<file path="config.mk">
export PLATFORM = sky130hd
export DESIGN_NAME = kernel_bank_flat
export DESIGN_NICKNAME = d
export VERILOG_FILES = /design/src/rtl/kernel_bank_if.sv /design/src/rtl/kernel_bank.sv /design/src/flat_wrapper.sv
export SDC_FILE = /design/constraint.sdc
export NUM_CORES = 1
export LEC_CHECK = 0
export ABC_AREA = 1
export CELL_PAD_IN_SITES_DETAIL_PLACEMENT = 1
export CELL_PAD_IN_SITES_GLOBAL_PLACEMENT = 2
export CORE_ASPECT_RATIO = 0.5
export CORE_UTILIZATION = 40
export DETAILED_ROUTE_END_ITERATION = 8
export PLACE_DENSITY = 0.89
export SLEW_MARGIN = 20
export SYNTH_ARGS = -nofsm -noshare
export SYNTH_HDL_FRONTEND = slang
export SYNTH_SLANG_ARGS = --single-unit
export TNS_END_PERCENT = 20
</file>
<file path="constraint.sdc">
create_clock -name i_clk -period 3.4 [get_ports i_clk]
set_input_delay 0.34 -clock i_clk [delete_from_list [all_inputs] [get_ports i_clk]]
set_output_delay 0.34 -clock i_clk [all_outputs]
set_load 0.005 [all_outputs]
</file>
<file path="src/rtl/kernel_bank_if.sv">
// rtl/kernel_bank_if.sv - host load stream, frame select and active-kernel outputs of kernel_bank
interface kernel_bank_if #(
  parameter int KERNEL_NUM_ELEMENTS = 9,
  parameter int DATA_KERNEL_WIDTH   = 8,
  parameter int NUM_SLOTS           = 8,
  parameter int SHIFT_WIDTH         = 4,
  parameter int ADDR_W              = $clog2(NUM_SLOTS)
);
  logic [ADDR_W-1:0]                   i_kernel_address;
  logic                                i_frame_start;
  logic                                i_load_start;
  logic [ADDR_W-1:0]                   i_load_slot;
  logic [SHIFT_WIDTH-1:0]              i_load_shift;
  logic                                i_load_abort;
  logic                                i_coef_valid;
  logic signed [DATA_KERNEL_WIDTH-1:0] i_coef_data;
  logic                                o_coef_ready;
  logic                                o_load_busy;
  logic                                o_load_done;
  logic                                o_load_error;
  logic signed [DATA_KERNEL_WIDTH-1:0] o_kernel [KERNEL_NUM_ELEMENTS];
  logic [SHIFT_WIDTH-1:0]              o_shift;
  logic [ADDR_W-1:0]                   o_active_slot;

  modport master (
    output i_kernel_address, i_frame_start, i_load_start, i_load_slot, i_load_shift,
    output i_load_abort, i_coef_valid, i_coef_data,
    input  o_coef_ready, o_load_busy, o_load_done, o_load_error,
    input  o_kernel, o_shift, o_active_slot
  );

  modport slave (
    input  i_kernel_address, i_frame_start, i_load_start, i_load_slot, i_load_shift,
    input  i_load_abort, i_coef_valid, i_coef_data,
    output o_coef_ready, o_load_busy, o_load_done, o_load_error,
    output o_kernel, o_shift, o_active_slot
  );
endinterface

</file>
<file path="src/rtl/kernel_bank.sv">
// rtl/kernel_bank.sv - runtime-loadable convolution kernel bank, active kernel swapped only on frame start
// KERNEL_BANK_PRESET_EN: slots 0-7 reset to the built-in filter presets instead of identity.
module kernel_bank #(
  parameter int KERNEL_NUM_ELEMENTS = 9,
  parameter int DATA_KERNEL_WIDTH   = 8,
  parameter int NUM_SLOTS           = 8,
  parameter int SHIFT_WIDTH         = 4,
  parameter int ADDR_W              = $clog2(NUM_SLOTS)
) (
  input logic          i_clk,
  input logic          i_rst_n,
  kernel_bank_if.slave bus
);
  localparam int KNE    = KERNEL_NUM_ELEMENTS;
  localparam int DW     = DATA_KERNEL_WIDTH;
  localparam int CENTRE = KNE / 2;
  localparam int CNT_W  = $clog2(KNE + 1);
  localparam logic [CNT_W-1:0] LAST = CNT_W'(KNE - 1);

  typedef enum logic [1:0] {S_IDLE, S_LOAD, S_COMMIT} state_t;

`ifdef KERNEL_BANK_PRESET_EN
  function automatic logic signed [DW-1:0] reset_coef(input int slot, input int idx);
    int v;
    v = (idx == CENTRE) ? 1 : 0;
    case (slot)
      1: v = (idx == 4) ? 8 : -1;
      2: v = (idx == 4) ? 5 : ((idx % 2 == 1) ? -1 : 0);
      3: v = (idx == 4) ? 9 : -1;
      4: v = (idx == 4) ? -7 : 1;
      5: v = (idx == 4) ? 4 : ((idx % 2 == 1) ? 2 : 1);
      6: v = (idx < 2 || idx == 3) ? -1 : ((idx == 5 || idx > 6) ? 1 : 0);
      7: begin
        case (idx)
          0:       v = -2;
          1, 3:    v = -1;
          2, 6:    v = 0;
          8:       v = 2;
          default: v = 1;
        endcase
      end
      default: ;
    endcase
    return DW'(v);
  endfunction

  function automatic logic [SHIFT_WIDTH-1:0] reset_shift(input int slot);
    return (slot == 5) ? SHIFT_WIDTH'(4) : '0;
  endfunction
`else
  function automatic logic signed [DW-1:0] reset_coef(input int idx);
    return (idx == CENTRE) ? DW'(1) : '0;
  endfunction
`endif

  state_t                 state_q;
  logic [CNT_W-1:0]       cnt_q;
  logic [ADDR_W-1:0]      slot_q;
  logic [SHIFT_WIDTH-1:0] ld_shift_q;
  logic signed [DW-1:0]   staging_q [KNE];
  logic                   ready_q, busy_q, done_q, error_q;

  logic signed [DW-1:0]   bank_q [NUM_SLOTS][KNE];
  logic [SHIFT_WIDTH-1:0] bank_shift_q [NUM_SLOTS];

  logic signed [DW-1:0]   kernel_q [KNE];
  logic [SHIFT_WIDTH-1:0] shift_q;
  logic [ADDR_W-1:0]      active_q;

  logic                   load_slot_ok;
  logic                   frame_addr_ok;
  logic [ADDR_W-1:0]      frame_slot;

  // Range checks only exist when the address field can express nonexistent slots.
  generate
    if ((1 << ADDR_W) > NUM_SLOTS) begin : g_partial
      localparam logic [ADDR_W:0] LIMIT = (ADDR_W + 1)'(NUM_SLOTS);
      assign load_slot_ok  = {1'b0, bus.i_load_slot} < LIMIT;
      assign frame_addr_ok = {1'b0, bus.i_kernel_address} < LIMIT;
    end else begin : g_full
      assign load_slot_ok  = 1'b1;
      assign frame_addr_ok = 1'b1;
    end
  endgenerate

  assign frame_slot = frame_addr_ok ? bus.i_kernel_address : '0;

  always_ff @(posedge i_clk or negedge i_rst_n) begin
    if (!i_rst_n) begin
      state_q    <= S_IDLE;
      cnt_q      <= '0;
      slot_q     <= '0;
      ld_shift_q <= '0;
      ready_q    <= 1'b0;
      busy_q     <= 1'b0;
      done_q     <= 1'b0;
      error_q    <= 1'b0;
      for (int e = 0; e < KNE; e++) staging_q[e] <= '0;
    end else begin
      done_q  <= 1'b0;
      error_q <= 1'b0;
      case (state_q)
        S_IDLE: begin
          if (bus.i_load_start) begin
            if (load_slot_ok) begin
              state_q    <= S_LOAD;
              slot_q     <= bus.i_load_slot;
              ld_shift_q <= bus.i_load_shift;
              cnt_q      <= '0;
              ready_q    <= 1'b1;
              busy_q     <= 1'b1;
            end else begin
              error_q <= 1'b1;
            end
          end
        end
        S_LOAD: begin
          // Abort wins over a coincident beat, including the final one.
          if (bus.i_load_abort) begin
            state_q <= S_IDLE;
            ready_q <= 1'b0;
            busy_q  <= 1'b0;
          end else if (bus.i_coef_valid) begin
            staging_q[cnt_q] <= bus.i_coef_data;
            cnt_q            <= cnt_q + CNT_W'(1);
            if (cnt_q == LAST) begin
              state_q <= S_COMMIT;
              ready_q <= 1'b0;
              done_q  <= 1'b1;
            end
          end
        end
        S_COMMIT: begin
          state_q <= S_IDLE;
          busy_q  <= 1'b0;
        end
        default: state_q <= S_IDLE;
      endcase
    end
  end

  always_ff @(posedge i_clk or negedge i_rst_n) begin
    if (!i_rst_n) begin
      for (int s = 0; s < NUM_SLOTS; s++) begin
        for (int e = 0; e < KNE; e++) begin
`ifdef KERNEL_BANK_PRESET_EN
          bank_q[s][e] <= reset_coef(s, e);
`else
          bank_q[s][e] <= reset_coef(e);
`endif
        end
`ifdef KERNEL_BANK_PRESET_EN
        bank_shift_q[s] <= reset_shift(s);
`else
        bank_shift_q[s] <= '0;
`endif
      end
    end else if (state_q == S_COMMIT) begin
      for (int s = 0; s < NUM_SLOTS; s++) begin
        if (ADDR_W'(s) == slot_q) begin
          for (int e = 0; e < KNE; e++) bank_q[s][e] <= staging_q[e];
          bank_shift_q[s] <= ld_shift_q;
        end
      end
    end
  end

  // Frame start coinciding with a commit to the same slot forwards the staged kernel.
  always_ff @(posedge i_clk or negedge i_rst_n) begin
    if (!i_rst_n) begin
      for (int e = 0; e < KNE; e++) kernel_q[e] <= (e == CENTRE) ? DW'(1) : '0;
      shift_q  <= '0;
      active_q <= '0;
    end else if (bus.i_frame_start) begin
      active_q <= frame_slot;
      if (state_q == S_COMMIT && slot_q == frame_slot) begin
        for (int e = 0; e < KNE; e++) kernel_q[e] <= staging_q[e];
        shift_q <= ld_shift_q;
      end else begin
        for (int e = 0; e < KNE; e++) kernel_q[e] <= bank_q[frame_slot][e];
        shift_q <= bank_shift_q[frame_slot];
      end
    end
  end

  assign bus.o_coef_ready  = ready_q;
  assign bus.o_load_busy   = busy_q;
  assign bus.o_load_done   = done_q;
  assign bus.o_load_error  = error_q;
  assign bus.o_kernel      = kernel_q;
  assign bus.o_shift       = shift_q;
  assign bus.o_active_slot = active_q;
endmodule
</file>
<file path="src/flat_wrapper.sv">
// flat-port wrapper written by rule: the top's interface ports become plain ports
module kernel_bank_flat 
#(
  parameter int KERNEL_NUM_ELEMENTS = 9,
  parameter int DATA_KERNEL_WIDTH   = 8,
  parameter int NUM_SLOTS           = 8,
  parameter int SHIFT_WIDTH         = 4,
  parameter int ADDR_W              = $clog2(NUM_SLOTS)
)
  (i_clk, i_rst_n, bus_i_kernel_address, bus_i_frame_start, bus_i_load_start, bus_i_load_slot, bus_i_load_shift, bus_i_load_abort, bus_i_coef_valid, bus_i_coef_data, bus_o_coef_ready, bus_o_load_busy, bus_o_load_done, bus_o_load_error, bus_o_kernel, bus_o_shift, bus_o_active_slot);
  kernel_bank_if #(.KERNEL_NUM_ELEMENTS(KERNEL_NUM_ELEMENTS), .DATA_KERNEL_WIDTH(DATA_KERNEL_WIDTH), .NUM_SLOTS(NUM_SLOTS), .SHIFT_WIDTH(SHIFT_WIDTH), .ADDR_W(ADDR_W)) bus_i ();
  input logic i_clk;
  input logic i_rst_n;
  input wire logic [$bits(bus_i.i_kernel_address)-1:0] bus_i_kernel_address;
  input wire logic [$bits(bus_i.i_frame_start)-1:0] bus_i_frame_start;
  input wire logic [$bits(bus_i.i_load_start)-1:0] bus_i_load_start;
  input wire logic [$bits(bus_i.i_load_slot)-1:0] bus_i_load_slot;
  input wire logic [$bits(bus_i.i_load_shift)-1:0] bus_i_load_shift;
  input wire logic [$bits(bus_i.i_load_abort)-1:0] bus_i_load_abort;
  input wire logic [$bits(bus_i.i_coef_valid)-1:0] bus_i_coef_valid;
  input wire logic [$bits(bus_i.i_coef_data)-1:0] bus_i_coef_data;
  output wire logic [$bits(bus_i.o_coef_ready)-1:0] bus_o_coef_ready;
  output wire logic [$bits(bus_i.o_load_busy)-1:0] bus_o_load_busy;
  output wire logic [$bits(bus_i.o_load_done)-1:0] bus_o_load_done;
  output wire logic [$bits(bus_i.o_load_error)-1:0] bus_o_load_error;
  output wire logic [$bits(bus_i.o_kernel)-1:0] bus_o_kernel;
  output wire logic [$bits(bus_i.o_shift)-1:0] bus_o_shift;
  output wire logic [$bits(bus_i.o_active_slot)-1:0] bus_o_active_slot;
  assign bus_i.i_kernel_address = bus_i_kernel_address;
  assign bus_i.i_frame_start = bus_i_frame_start;
  assign bus_i.i_load_start = bus_i_load_start;
  assign bus_i.i_load_slot = bus_i_load_slot;
  assign bus_i.i_load_shift = bus_i_load_shift;
  assign bus_i.i_load_abort = bus_i_load_abort;
  assign bus_i.i_coef_valid = bus_i_coef_valid;
  assign bus_i.i_coef_data = bus_i_coef_data;
  assign bus_o_coef_ready = bus_i.o_coef_ready;
  assign bus_o_load_busy = bus_i.o_load_busy;
  assign bus_o_load_done = bus_i.o_load_done;
  assign bus_o_load_error = bus_i.o_load_error;
  assign bus_o_kernel = {>>{bus_i.o_kernel}};
  assign bus_o_shift = bus_i.o_shift;
  assign bus_o_active_slot = bus_i.o_active_slot;
  kernel_bank #(.KERNEL_NUM_ELEMENTS(KERNEL_NUM_ELEMENTS), .DATA_KERNEL_WIDTH(DATA_KERNEL_WIDTH), .NUM_SLOTS(NUM_SLOTS), .SHIFT_WIDTH(SHIFT_WIDTH), .ADDR_W(ADDR_W)) u_core (.i_clk(i_clk), .i_rst_n(i_rst_n), .bus(bus_i));
endmodule
</file>
==> results_dict.tcl <==
set metrics [dict create \
    grt_overflow 0 \
    cts_buffer_depth 3 \
    route.met3.wl_mm 4.44 \
    grt_max_degree 128 \
    drive_above_1_share_pct 5.54 \
    finalCriticalPeriod_ns 2.51 \
    synthFlopType "dfrtp_1" \
    layout.nets 4281 \
    core_sq_um 86200 \
    worstSetupStartpointType "flip-flop" \
    wl_met2_mm 53.8 \
    max_stage_delay_ns 0.48 \
    synth_cell_types 30 \
    postSynthAreaPerCell_sq_um 8.10 \
    start_util_pct 40.4 \
    final_common_cell "nand2_1" \
    firstDrtPassIters 5 \
    cellLeakagePower_uw 0.0183 \
    cp_common_cell "inv_1" \
    cts-resized-gates 0 \
    syn_area_sq_um 34800 \
    crit_required_ns 3.96 \
    pre_cts_slack_ns 0.951 \
    dr_total_vias 29692 \
    gp_congestion 0.777 \
    cap_violations 0 \
    num_io_pins 107 \
    track_usage_pct 26.7 \
    hpwl_mm 63.8 \
    slowest_stage "buf_12" \
    cts_tree "built" \
    synth_fp_nets 4330 \
    wirelength_mm 116 \
    grt_pass1_wl_mm 184 \
    cts.htree.levels 3 \
    slew_headroom_pct 26.7 \
    fmax_mhz 398 \
    numPortBuffers 105 \
    fin_util_pct 45.6 \
    critPathCaptureType "flip-flop" \
    hold_viol_final 0 \
    critical_path_class "reg -> reg" \
    yosys_warnings 0 \
    worstMarginPinSlew_ns 1.10 \
    cts_setup_buffers 0 \
    hold_ws_ns 0.237 \
    ant_nets 0 \
    die_w_microns 419 \
    grt_pass1_vias 30877 \
    grt_setup_unrepaired "no" \
    path_clk_slew_ns 0.06 \
    synth_edf_count 0 \
    cts.sinks 775 \
    fin_crit_sh_pct 73.9 \
    layout_setup_ws_ns 0.888 \
    path_cells "inv_1, ha_1, inv_1, nor2_2, nand2_1, nand2_4, buf_12, nand3_1, nand2_1, inv_1, a21oi_1" \
    wl_met1_mm 54.8 \
    worst-path-buf-inv 4 \
    pwr_density_cell_nw_per_um2 782 \
    cp_data_arrival_time_ns 3.07 \
    synth_async_sr_flop_share_pct 100 \
    cp_max_fo 76 \
    cts_made_buffers 75 \
    syn2layout_area_growth_pct 12.8 \
    die_h_microns 211 \
    path_delay_family "simple AND/OR/NAND/NOR gates" \
    synth_area_leaders "dfrtp_1 (55%), nand2_1 (15%), nand3_1 (9.2%), o21ai_0 (9.1%), inv_1 (3.0%)" \
    post_drt_wl_per_cell_microns 21.2 \
    setup_viol 0 \
    slew_violations 0 \
    final_cell_mix "nand2_1 (1369), dfrtp_1 (766), nand3_1 (640)" \
    synth-seq-area-share_pct 55.8 \
    route.detailed.drc 0 \
    synth.top_cell.area_share_pct 55.1 \
    synth-seq-cells 775 \
    antenna_found_initial 2 \
    top_layer_used "met4" \
    setup-tns-final_ns 0 \
    ir_drop_mv 0.439 \
    clock_latency_ns 0.66 \
    synth_largest_area_cell "dfrtp_1" \
    dr.first_iter.drc_count 2228 \
    status "completed" \
    rows 76 \
    hold_class "in -> async" \
    diodes 0 \
    die-area_sq_um 88300 \
    root_buffer "clkbuf_16" \
    synthCells 4296 \
    skew_ns 0.0147 \
    avgViaCountPerCell 5.43 \
]
cells by family (layout without fill, tap and decap cells):
logic type	count (synthesis)	after routing	share of synthesized area [%]
compound gates	727	727	10.5
xor+xnor	1	1	0.0252
fa+ha+maj	10	10	0.359
buf+inv	585	586	7.06
flops	775	775	55.8
mux	1	1	0.0324
other cells	1	1	0.0108
simple gates	2196	2196	26.3
metrics by stage:
| step | power [uW] | std cells | cell area [sq um] |
|---|---|---|---|
| floorplan | 19000 | 4296 | 34800 |
| global placement | 21800 | 5339 | 36900 |
| detailed placement | 22300 | 5339 | 36900 |
| CTS | 30900 | 5467 | 39300 |
| global route | 32700 | 5467 | 39300 |
| finish | 30700 | 5467 | 39300 |
where the power goes:
part	leakage, uW	total (uW)	switching, uW	internal (uW)
registers	0.0100	14200	1820	12400
clock network	0.00119	8510	3730	4770
logic	0.00705	8010	5130	2880
path summary, 6_finish.rpt:
check	cells after the start	start	slack [ns]	end
max in group asynchronous	3	i_rst_n	2.11	u_core.bank_q[18]
min reg2reg	2	u_core.bank_q[481]	0.48	u_core.bank_q[481]
min in group i_clk	3	bus_i_load_shift[3]	0.26	u_core.ld_shift_q[3]
min	2	i_rst_n	0.24	u_core.bank_q[431]
max reg2reg	11	u_core.state_q[0]	0.89	u_core.bus.o_kernel[7]
max	11	u_core.state_q[0]	0.89	u_core.bus.o_kernel[7]
sequential cells by signal (all words and copies together) (netlist names):
signal / cells
u_core.slot_q: 3
u_core.bus.o_load_done: 1
u_core.bus.o_active_slot: 3
u_core.bus.o_shift: 4
u_core.bus.o_load_busy: 1
u_core.cnt_q: 4
u_core.bank_shift_q: 32
u_core.state_q: 2
u_core.bus.o_coef_ready: 1
u_core.staging_q: 72
u_core.ld_shift_q: 4
u_core.bus.o_kernel: 72
u_core.bank_q: 576
synth_stat cells (3+ instances only):
| master | instances |
|---|---|
| o21ai_0 | 633 |
| nor2_1 | 145 |
| dfrtp_1 | 766 |
| nand3_1 | 641 |
| inv_2 | 3 |
| inv_1 | 279 |
| buf_4 | 15 |
| buf_1 | 4 |
| buf_2 | 155 |
| o21ai_1 | 9 |
| clkinv_1 | 3 |
| or2_2 | 26 |
| a21oi_1 | 84 |
| ha_1 | 10 |
| dfstp_2 | 9 |
| clkbuf_1 | 124 |
| nand2_1 | 1375 |
routing by layer:
layer,up-vias,track usage (%)
li1,13704,-
met1,15230,38.2
met2,596,43.2
met3,162,3.08
met4,0,7.14
met5,-,0
what timing repair did:
| item | 4_1_cts | 5_1_grt |
|---|---|---|
| endpoints found under the setup margin | 0 | 0 |
| endpoints found under the hold margin | 45 | 0 |
| hold buffers | 1 | 0 |
area by class of cell:
cell class | count | area [sq um]
Multi-Input combinational cell | 2936 | 13000
Timing Repair Buffer | 173 | 1900
Clock inverter | 19 | 176
Inverter | 286 | 1090
Sequential cell | 775 | 19400
Fill cell | 10342 | 46900
Clock buffer | 108 | 2230
Tap cell | 1170 | 1460
(Power assumes the default switching activity.)
